File: config.mk
export PLATFORM = sky130hd
export DESIGN_NAME = demux_striping_flat
export DESIGN_NICKNAME = d
export VERILOG_FILES = /design/src/rtl/demux_striping_pkg.sv /design/src/rtl/demux_striping_if.sv /design/src/rtl/demux_striping_hold_timer.sv /design/src/rtl/demux_striping.sv /design/src/flat_wrapper.sv
export SDC_FILE = /design/constraint.sdc
export NUM_CORES = 1
export LEC_CHECK = 0
export ABC_AREA = 1
export ABC_CLOCK_PERIOD_IN_PS = 4460
export CAP_MARGIN = 20
export CORE_MARGIN = 2
export CORE_UTILIZATION = 25
export DETAILED_ROUTE_END_ITERATION = 10
export PLACE_DENSITY = 0.48
export SLEW_MARGIN = 25
export SYNTH_ARGS = -nofsm -noshare
export SYNTH_HDL_FRONTEND = slang
export SYNTH_SLANG_ARGS = --single-unit
File: constraint.sdc
create_clock -name clk_2f -period 4.46 [get_ports clk_2f]
set_input_delay 1.338 -clock clk_2f [delete_from_list [all_inputs] [get_ports clk_2f]]
set_output_delay 1.338 -clock clk_2f [all_outputs]
set_load 0.01 [all_outputs]
File: src/rtl/demux_striping_pkg.sv
// demux_striping_pkg
//   Shared types and defaults for the two-lane word striper.
//   - state_e      : pairing FSM encoding (ST_EMPTY = 0, ST_HALF = 1)
//   - DEF_*        : default parameter values used by the interface and modules
package demux_striping_pkg;

    localparam int DEF_DATA_WIDTH   = 32;
    localparam int DEF_HOLD_CYCLES  = 2;
    localparam int DEF_FLUSH_CYCLES = 4;

    typedef enum logic {
        ST_EMPTY = 1'b0,
        ST_HALF  = 1'b1
    } state_e;

endpackage

File: src/rtl/demux_striping_if.sv
// demux_striping_if
//   Word-stream bus between the serial source and the two-lane striper.
//   master : word source / lane consumer side (drives data_in, valid_in)
//   slave  : striper side (drives both lanes and pair_pending)
//   Signals:
//     data_in, valid_in        serial input word, no backpressure
//     data_out0, valid_out0    lane 0 (even accepted words)
//     data_out1, valid_out1    lane 1 (odd accepted words)
//     pair_pending             a lane-0 word is buffered awaiting its partner
interface demux_striping_if
    import demux_striping_pkg::*;
#(
    parameter int DATA_WIDTH = DEF_DATA_WIDTH
);
    logic [DATA_WIDTH-1:0] data_in;
    logic                  valid_in;
    logic [DATA_WIDTH-1:0] data_out0;
    logic                  valid_out0;
    logic [DATA_WIDTH-1:0] data_out1;
    logic                  valid_out1;
    logic                  pair_pending;

    modport master (
        output data_in, valid_in,
        input  data_out0, valid_out0, data_out1, valid_out1, pair_pending
    );

    modport slave (
        input  data_in, valid_in,
        output data_out0, valid_out0, data_out1, valid_out1, pair_pending
    );
endinterface

File: src/rtl/demux_striping_hold_timer.sv
// stripe_hold_timer
//   Loadable down-counter that keeps the lane valids high for HOLD_CYCLES
//   clk_2f cycles after each load, so a clk_f consumer sees every pair once.
//   Ports:
//     clk, rst   clock, asynchronous active-high reset
//     load       reload the timer and lane valids this cycle
//     load_mask  which lanes become valid on this load (bit0 = lane 0)
//     lane_vld   registered per-lane valid
module stripe_hold_timer
    import demux_striping_pkg::*;
#(
    parameter int HOLD_CYCLES = DEF_HOLD_CYCLES,
    parameter int NUM_LANES   = 2
) (
    input  logic                 clk,
    input  logic                 rst,
    input  logic                 load,
    input  logic [NUM_LANES-1:0] load_mask,
    output logic [NUM_LANES-1:0] lane_vld
);
    localparam int TW = $clog2(HOLD_CYCLES + 1);

    logic [TW-1:0] timer_q;

    // lane_vld drops on the edge where the timer leaves 1, giving exactly
    // HOLD_CYCLES valid cycles per load while keeping the valids registered.
    always_ff @(posedge clk or posedge rst) begin
        if (rst) begin
            timer_q  <= '0;
            lane_vld <= '0;
        end else if (load) begin
            timer_q  <= TW'(HOLD_CYCLES);
            lane_vld <= load_mask;
        end else begin
            if (timer_q != '0)
                timer_q <= timer_q - 1'b1;
            if (timer_q <= TW'(1))
                lane_vld <= '0;
        end
    end
endmodule

File: src/rtl/demux_striping.sv
// demux_striping
//   Splits one clk_2f word stream into two lanes: even accepted words to
//   lane 0, odd accepted words to lane 1. A completed pair is loaded onto
//   both lanes together and held valid for HOLD_CYCLES cycles.
//   Optional macro STRIPE_FLUSH_EN: a lone lane-0 word left in HALF for
//   FLUSH_CYCLES consecutive idle cycles is pushed out on lane 0 alone.
//   Ports:
//     clk_2f  fast clock
//     reset   asynchronous active-high reset
//     bus     demux_striping_if.slave (data_in/valid_in in, both lanes and
//             pair_pending out; all outputs registered)
module demux_striping
    import demux_striping_pkg::*;
#(
    parameter int DATA_WIDTH   = DEF_DATA_WIDTH,
    parameter int HOLD_CYCLES  = DEF_HOLD_CYCLES
`ifdef STRIPE_FLUSH_EN
  , parameter int FLUSH_CYCLES = DEF_FLUSH_CYCLES
`endif
) (
    input  logic             clk_2f,
    input  logic             reset,
    demux_striping_if.slave  bus
);
    state_e                state_q, state_d;
    logic [DATA_WIDTH-1:0] buf_q, buf_d;
    logic [DATA_WIDTH-1:0] out0_q, out0_d;
    logic [DATA_WIDTH-1:0] out1_q, out1_d;
    logic                  load;
    logic [1:0]            load_mask;
    logic [1:0]            lane_vld;

`ifdef STRIPE_FLUSH_EN
    localparam int IW = $clog2(FLUSH_CYCLES + 1);
    logic [IW-1:0] idle_q, idle_d;
`endif

    always_comb begin
        state_d   = state_q;
        buf_d     = buf_q;
        out0_d    = out0_q;
        out1_d    = out1_q;
        load      = 1'b0;
        load_mask = 2'b00;
`ifdef STRIPE_FLUSH_EN
        idle_d    = '0;
`endif
        case (state_q)
            ST_EMPTY: begin
                if (bus.valid_in) begin
                    buf_d   = bus.data_in;
                    state_d = ST_HALF;
                end
            end
            ST_HALF: begin
                if (bus.valid_in) begin
                    out0_d    = buf_q;
                    out1_d    = bus.data_in;
                    load      = 1'b1;
                    load_mask = 2'b11;
                    state_d   = ST_EMPTY;
                end
`ifdef STRIPE_FLUSH_EN
                // this idle cycle is the FLUSH_CYCLES-th in a row
                else if (idle_q == IW'(FLUSH_CYCLES - 1)) begin
                    out0_d    = buf_q;
                    load      = 1'b1;
                    load_mask = 2'b01;
                    state_d   = ST_EMPTY;
                end else begin
                    idle_d = idle_q + 1'b1;
                end
`endif
            end
            default: state_d = ST_EMPTY;
        endcase
    end

    always_ff @(posedge clk_2f or posedge reset) begin
        if (reset) begin
            state_q <= ST_EMPTY;
            buf_q   <= '0;
            out0_q  <= '0;
            out1_q  <= '0;
`ifdef STRIPE_FLUSH_EN
            idle_q  <= '0;
`endif
        end else begin
            state_q <= state_d;
            buf_q   <= buf_d;
            out0_q  <= out0_d;
            out1_q  <= out1_d;
`ifdef STRIPE_FLUSH_EN
            idle_q  <= idle_d;
`endif
        end
    end

    stripe_hold_timer #(
        .HOLD_CYCLES (HOLD_CYCLES),
        .NUM_LANES   (2)
    ) u_hold_timer (
        .clk       (clk_2f),
        .rst       (reset),
        .load      (load),
        .load_mask (load_mask),
        .lane_vld  (lane_vld)
    );

    assign bus.data_out0    = out0_q;
    assign bus.data_out1    = out1_q;
    assign bus.valid_out0   = lane_vld[0];
    assign bus.valid_out1   = lane_vld[1];
    assign bus.pair_pending = (state_q == ST_HALF);
endmodule

File: src/flat_wrapper.sv
// flat-port wrapper written by rule: the top's interface ports become plain ports
module demux_striping_flat import demux_striping_pkg::*;
#(
    parameter int DATA_WIDTH   = DEF_DATA_WIDTH,
    parameter int HOLD_CYCLES  = DEF_HOLD_CYCLES

)
  (clk_2f, reset, bus_data_in, bus_valid_in, bus_data_out0, bus_valid_out0, bus_data_out1, bus_valid_out1, bus_pair_pending);
  demux_striping_if #(.DATA_WIDTH(DATA_WIDTH)) bus_i ();
  input  logic clk_2f;
  input  logic reset;
  input wire logic [$bits(bus_i.data_in)-1:0] bus_data_in;
  input wire logic [$bits(bus_i.valid_in)-1:0] bus_valid_in;
  output wire logic [$bits(bus_i.data_out0)-1:0] bus_data_out0;
  output wire logic [$bits(bus_i.valid_out0)-1:0] bus_valid_out0;
  output wire logic [$bits(bus_i.data_out1)-1:0] bus_data_out1;
  output wire logic [$bits(bus_i.valid_out1)-1:0] bus_valid_out1;
  output wire logic [$bits(bus_i.pair_pending)-1:0] bus_pair_pending;
  assign bus_i.data_in = bus_data_in;
  assign bus_i.valid_in = bus_valid_in;
  assign bus_data_out0 = bus_i.data_out0;
  assign bus_valid_out0 = bus_i.valid_out0;
  assign bus_data_out1 = bus_i.data_out1;
  assign bus_valid_out1 = bus_i.valid_out1;
  assign bus_pair_pending = bus_i.pair_pending;
  demux_striping #(.DATA_WIDTH(DATA_WIDTH), .HOLD_CYCLES(HOLD_CYCLES)) u_core (.clk_2f(clk_2f), .reset(reset), .bus(bus_i));
endmodule
Word level (Yosys, flattened, before mapping)
Cells that the tools add are included.
Widths: inputs -> output; s select.

operators by class
  $add $sub $neg = 1
  $lt $le $gt $ge = 1
  muxes and demuxes = 10
  bitwise gates (word level) = 1
  reductions and logical operators = 5

operators by type and width
  operator             count
  $mux 2               6
  $reduce_bool 2->1    3
  $reduce_and 2->1     2
  $mux 1               3
  $le 2x1->1 const B   1
  $pmux 1 s2           1
  $sub 2x1->2 const B  1
  $not 1->1            1

word-level totals
  flip-flop bits (word level) = 101
  input port bits = 35
  output and inout bits = 67
  logic and storage cells = 24

Logic depth before layout (Yosys ltp)
  word-level depth = 3
  depth in mapped cells = 6

Modules after synthesis
From an unflattened synthesis, not the netlist that was laid out.

second synthesis, totals
  cell total of the unflattened synthesis = 435
  area, all modules = 3,922.5 µm²

modules (own cells, without submodules)
  module             instances  cells each  area each (µm²)  sequential area each (µm²)
  demux_striping     1          412         3,726.1          2,427.3
  stripe_hold_timer  1          23          196.4            100.1

Worst setup path before layout
No wires, ideal clock.

  path type = input-to-reg
  start = input port bus_valid_in
  end = register u_core.u_hold_timer.lane_vld[0]
  setup time = 127 ps
  arrival time = 1,935 ps
  data required time = 4,333 ps
  setup slack = 2,397 ps
  stages = 5
  path buffers = 2
  cell sequence = ha_1 -> buf_6 -> inv_6 -> buf_4 -> o21ai_0

on the way
  longest elaborated chain between the ends = 3

RTL lines
  element                                             RTL line                         text
  start: declaration                                  flat_wrapper.sv:13               input wire logic [$bits(bus_i.valid_in)-1:0] bus_valid_in;
  $mux 2 / $mux 1 (equally long branches)             demux_striping.sv:56             if (bus.valid_in) begin
  $mux 2 / $mux 1 (equally long branches)             demux_striping.sv:48             case (state_q)
  $mux 2 / $reduce_bool 2->1 (equally long branches)  n/a
  end signal: assignment                              demux_striping_hold_timer.sv:33  lane_vld <= load_mask;
  end: declaration                                    demux_striping_hold_timer.sv:19  output logic [NUM_LANES-1:0] lane_vld

Several ways; a longest one is shown, not always the timed one.
A chain may end at the register's enable or synchronous reset.

Final worst setup path
  start = input port bus_valid_in
  end = register u_core.u_hold_timer.timer_q[0]

on the way
  longest elaborated chain between the ends = 3

RTL lines
  element                                             RTL line                         text
  $mux 1 (*)                                          demux_striping.sv:56
  $mux 1 (*)                                          demux_striping.sv:48
  via u_core.load                                     demux_striping.sv:29             logic load;
  $mux 2 / $reduce_bool 2->1 (equally long branches)  n/a
  end signal: assignment                              demux_striping_hold_timer.sv:32  timer_q <= TW'(HOLD_CYCLES);
  end signal: assignment                              demux_striping_hold_timer.sv:36  timer_q <= timer_q - 1'b1;
  end: declaration                                    demux_striping_hold_timer.sv:23  logic [TW-1:0] timer_q;

Mark *: on every way through the listed nets, which the timed path passes. The rest lies on a longest branch.

==> metrics <==
status=finished, final reports clean; FILL cells=1612; Leakage=0.00251 uW; CTS Buf Count=9; Final period util=60.2%; drt via density=4.01; Synth Register Bits=100; Placeable Area=0.0157 sq mm; H-tree Lvls=3; worst ir drop on vdd=0.245 mV; arrival time worst endpoint=2.96 ns; Die X=~130 um; top cells by count, synth=nand2_1, dfrtp_1, inv_1; CP Launch Type=input pin; vias=2861; RSZ-0062 raised after global routing=no; Clock transition at path regs=around 0.060 ns; crit end category=register; Min Clock Period, post-route=2.69 ns; placed cell area=0.00511 sq mm; drt first-iter violations=165; Cell Chain, Critical Path=clkdlybuf4s50_1, ha_1, inv_6, nand3_1, nand2_1; gp weighted congestion=0.702; number of global-route vias before repair=around 2900; CTS resizes=0; drt drc=0; Buf/Inv on CP=2; Worst Hold Class=register to register; top cell type's share of synthesized area=63.1%; max cap viols=0; Max clock buf depth=2; Post-synth EDFFs=0; fmax=0.372 GHz; clock root buffer=clkbuf_16; asr flop ratio synth=between 90% and 100%; Die Height=130 um; ys flop type=dfrtp_1; Syn-to-layout area delta=35.1%; pwr dens=695 mW/mm^2; IO Port Bufs=approximately 100; post-synth cell types=12; Final Hold Vio Count=0; Max transition margin=43.6%; Post-Syn Area per Cell=9.97 sq um; count leader, synth=nand2_1; synth top area cells=dfrtp_1, nand2_1, o21ai_2; slowest library cell on the worst path=inv_6; I/O Pins=102; cell family with most CP delay=buffers and inverters; Worst path max stage delay=0.60 ns; layout cells sized above 1=between 10 and 15%; YS warnings=0; Setup TNS=0 ns; Post-CTS Setup Repair Bufs=0; routed wire length=between 9000 and 10000 um; CTS tree=done; fin. max-slew vios=0; All-Layer GR Usage=11.6%; starting density of the core=25.3%; wire length per cell=12.7 um; Worst-Margin Slew=about 0.85 ns; Setup CP Type=input pin to register; DR pass1 iterations=4; total design power=3720 uW; Req. time, crit path=4.74 ns; n_diodes=0; Clock Latency Late Sink=0.35 ns; post-route ant nets=0; initial antenna violation count=0; Synth Instances=398; final setup violation count=0; sequential share of the synthesized area=a little over three fifths; CP max FO=100; Die ar.=0.0169 sq mm; Mapped Area=0.00397 sq mm; clock tree sinks=100; Syn Nets=437; fin area=0.00536 sq mm; first-pass GRT wire length=around 15000 um; largest net degree at the start of global routing=101; Synth area leader=dfrtp_1; DP Wirelength=5950 um; Hold Buf Count CTS=0; # nets final=533; Congestion Overflow GR=0; Rows=between 40 and 50; skew final=0.00700 ns
-- layout make-up --
class                           count  area, sq um  share of cell area, %
Clock buffer                       13          240                   4.48
Clock inverter                      2         12.5                  0.233
Inverter                           40          158                   2.94
Multi-Input combinational cell    236         1120                   20.9
Sequential cell                   100         2500                   46.7
Tap cell                          216          270                   5.04
Timing Repair Buffer              107         1060                   19.7
-- report_power, final --
| part | total [uW] | leakage [uW] | switching, uW | internal, uW |
|---|---|---|---|---|
| registers | 1530 | 0.00124 | 199 | 1330 |
| clock network | 697 | 0.000120 | 321 | 375 |
| logic | 1500 | 0.00114 | 761 | 737 |
-- through the flow --
step,cells,worst slack (ns),util [%],hold slack (ns)
after floorplan,398,0.503,-,0.466
after global placement,699,1.41,32.5,0.452
after detailed placement,699,1.36,32.5,0.458
after CTS,714,1.73,34.1,0.475
after global routing,714,1.60,34.1,0.489
final,714,1.77,34.1,0.471
-- tightest hold or removal path, cell delays in order, from the launching register on --
cell and delay, ns:
dfrtp_1 0.34, nand2_1 0.05, nand2_1 0.04
-- routing by layer --
layer	track usage, %	part of all wire, %	vias up
met2	18.2	47	62
met4	5.69	2.2	0
met5	0	0	-
li1	-	-	1431
met1	15.0	47	1355
met3	2.71	3.7	13
-- cell families after synthesis --
kind of cell,count (synthesis),synth area share [%]
compound gates,65,11.0
flops,100,63.1
fa+ha+maj,4,1.26
buf+inv,62,8.74
simple gates,167,15.9
-- final timing paths --
path	from	to	slack [ns]	cells after the start
max reg2reg	u_core.bus.pair_pending	u_core.u_hold_timer.timer_q[0]	2.80	4
max in group asynchronous	reset	u_core.bus.data_out1[28]	2.19	3
min	u_core.bus.data_out1[21]	u_core.bus.data_out1[21]	0.47	2
min in group asynchronous	reset	u_core.buf_q[16]	1.40	2
max	bus_valid_in	u_core.u_hold_timer.timer_q[0]	1.77	5
min reg2reg	u_core.bus.data_out1[21]	u_core.bus.data_out1[21]	0.47	2
-- cells in the final DEF, fill, tap and decap left out --
cell	netlist	final
buf_4	10	6
clkbuf_1	0	4
clkbuf_16	0	9
clkdlybuf4s50_1	0	101
clkinv_2	0	1
clkinvlp_4	0	1
dfrtp_1	100	100
ha_1	4	3
ha_2	0	1
inv_1	39	38
inv_4	0	1
inv_6	1	1
nand2_1	164	164
nand3_1	3	3
o21ai_0	33	33
o21ai_1	2	2
o21ai_2	30	30
-- state kept, by name, summed over array words and instances, names as in the netlist --
register and cells:
u_core.buf_q 32, u_core.bus.data_out0 32, u_core.bus.data_out1 32, u_core.bus.pair_pending 1
u_core.u_hold_timer.lane_vld 1, u_core.u_hold_timer.timer_q 2
Note: power is estimated with default switching activity, not from simulation.
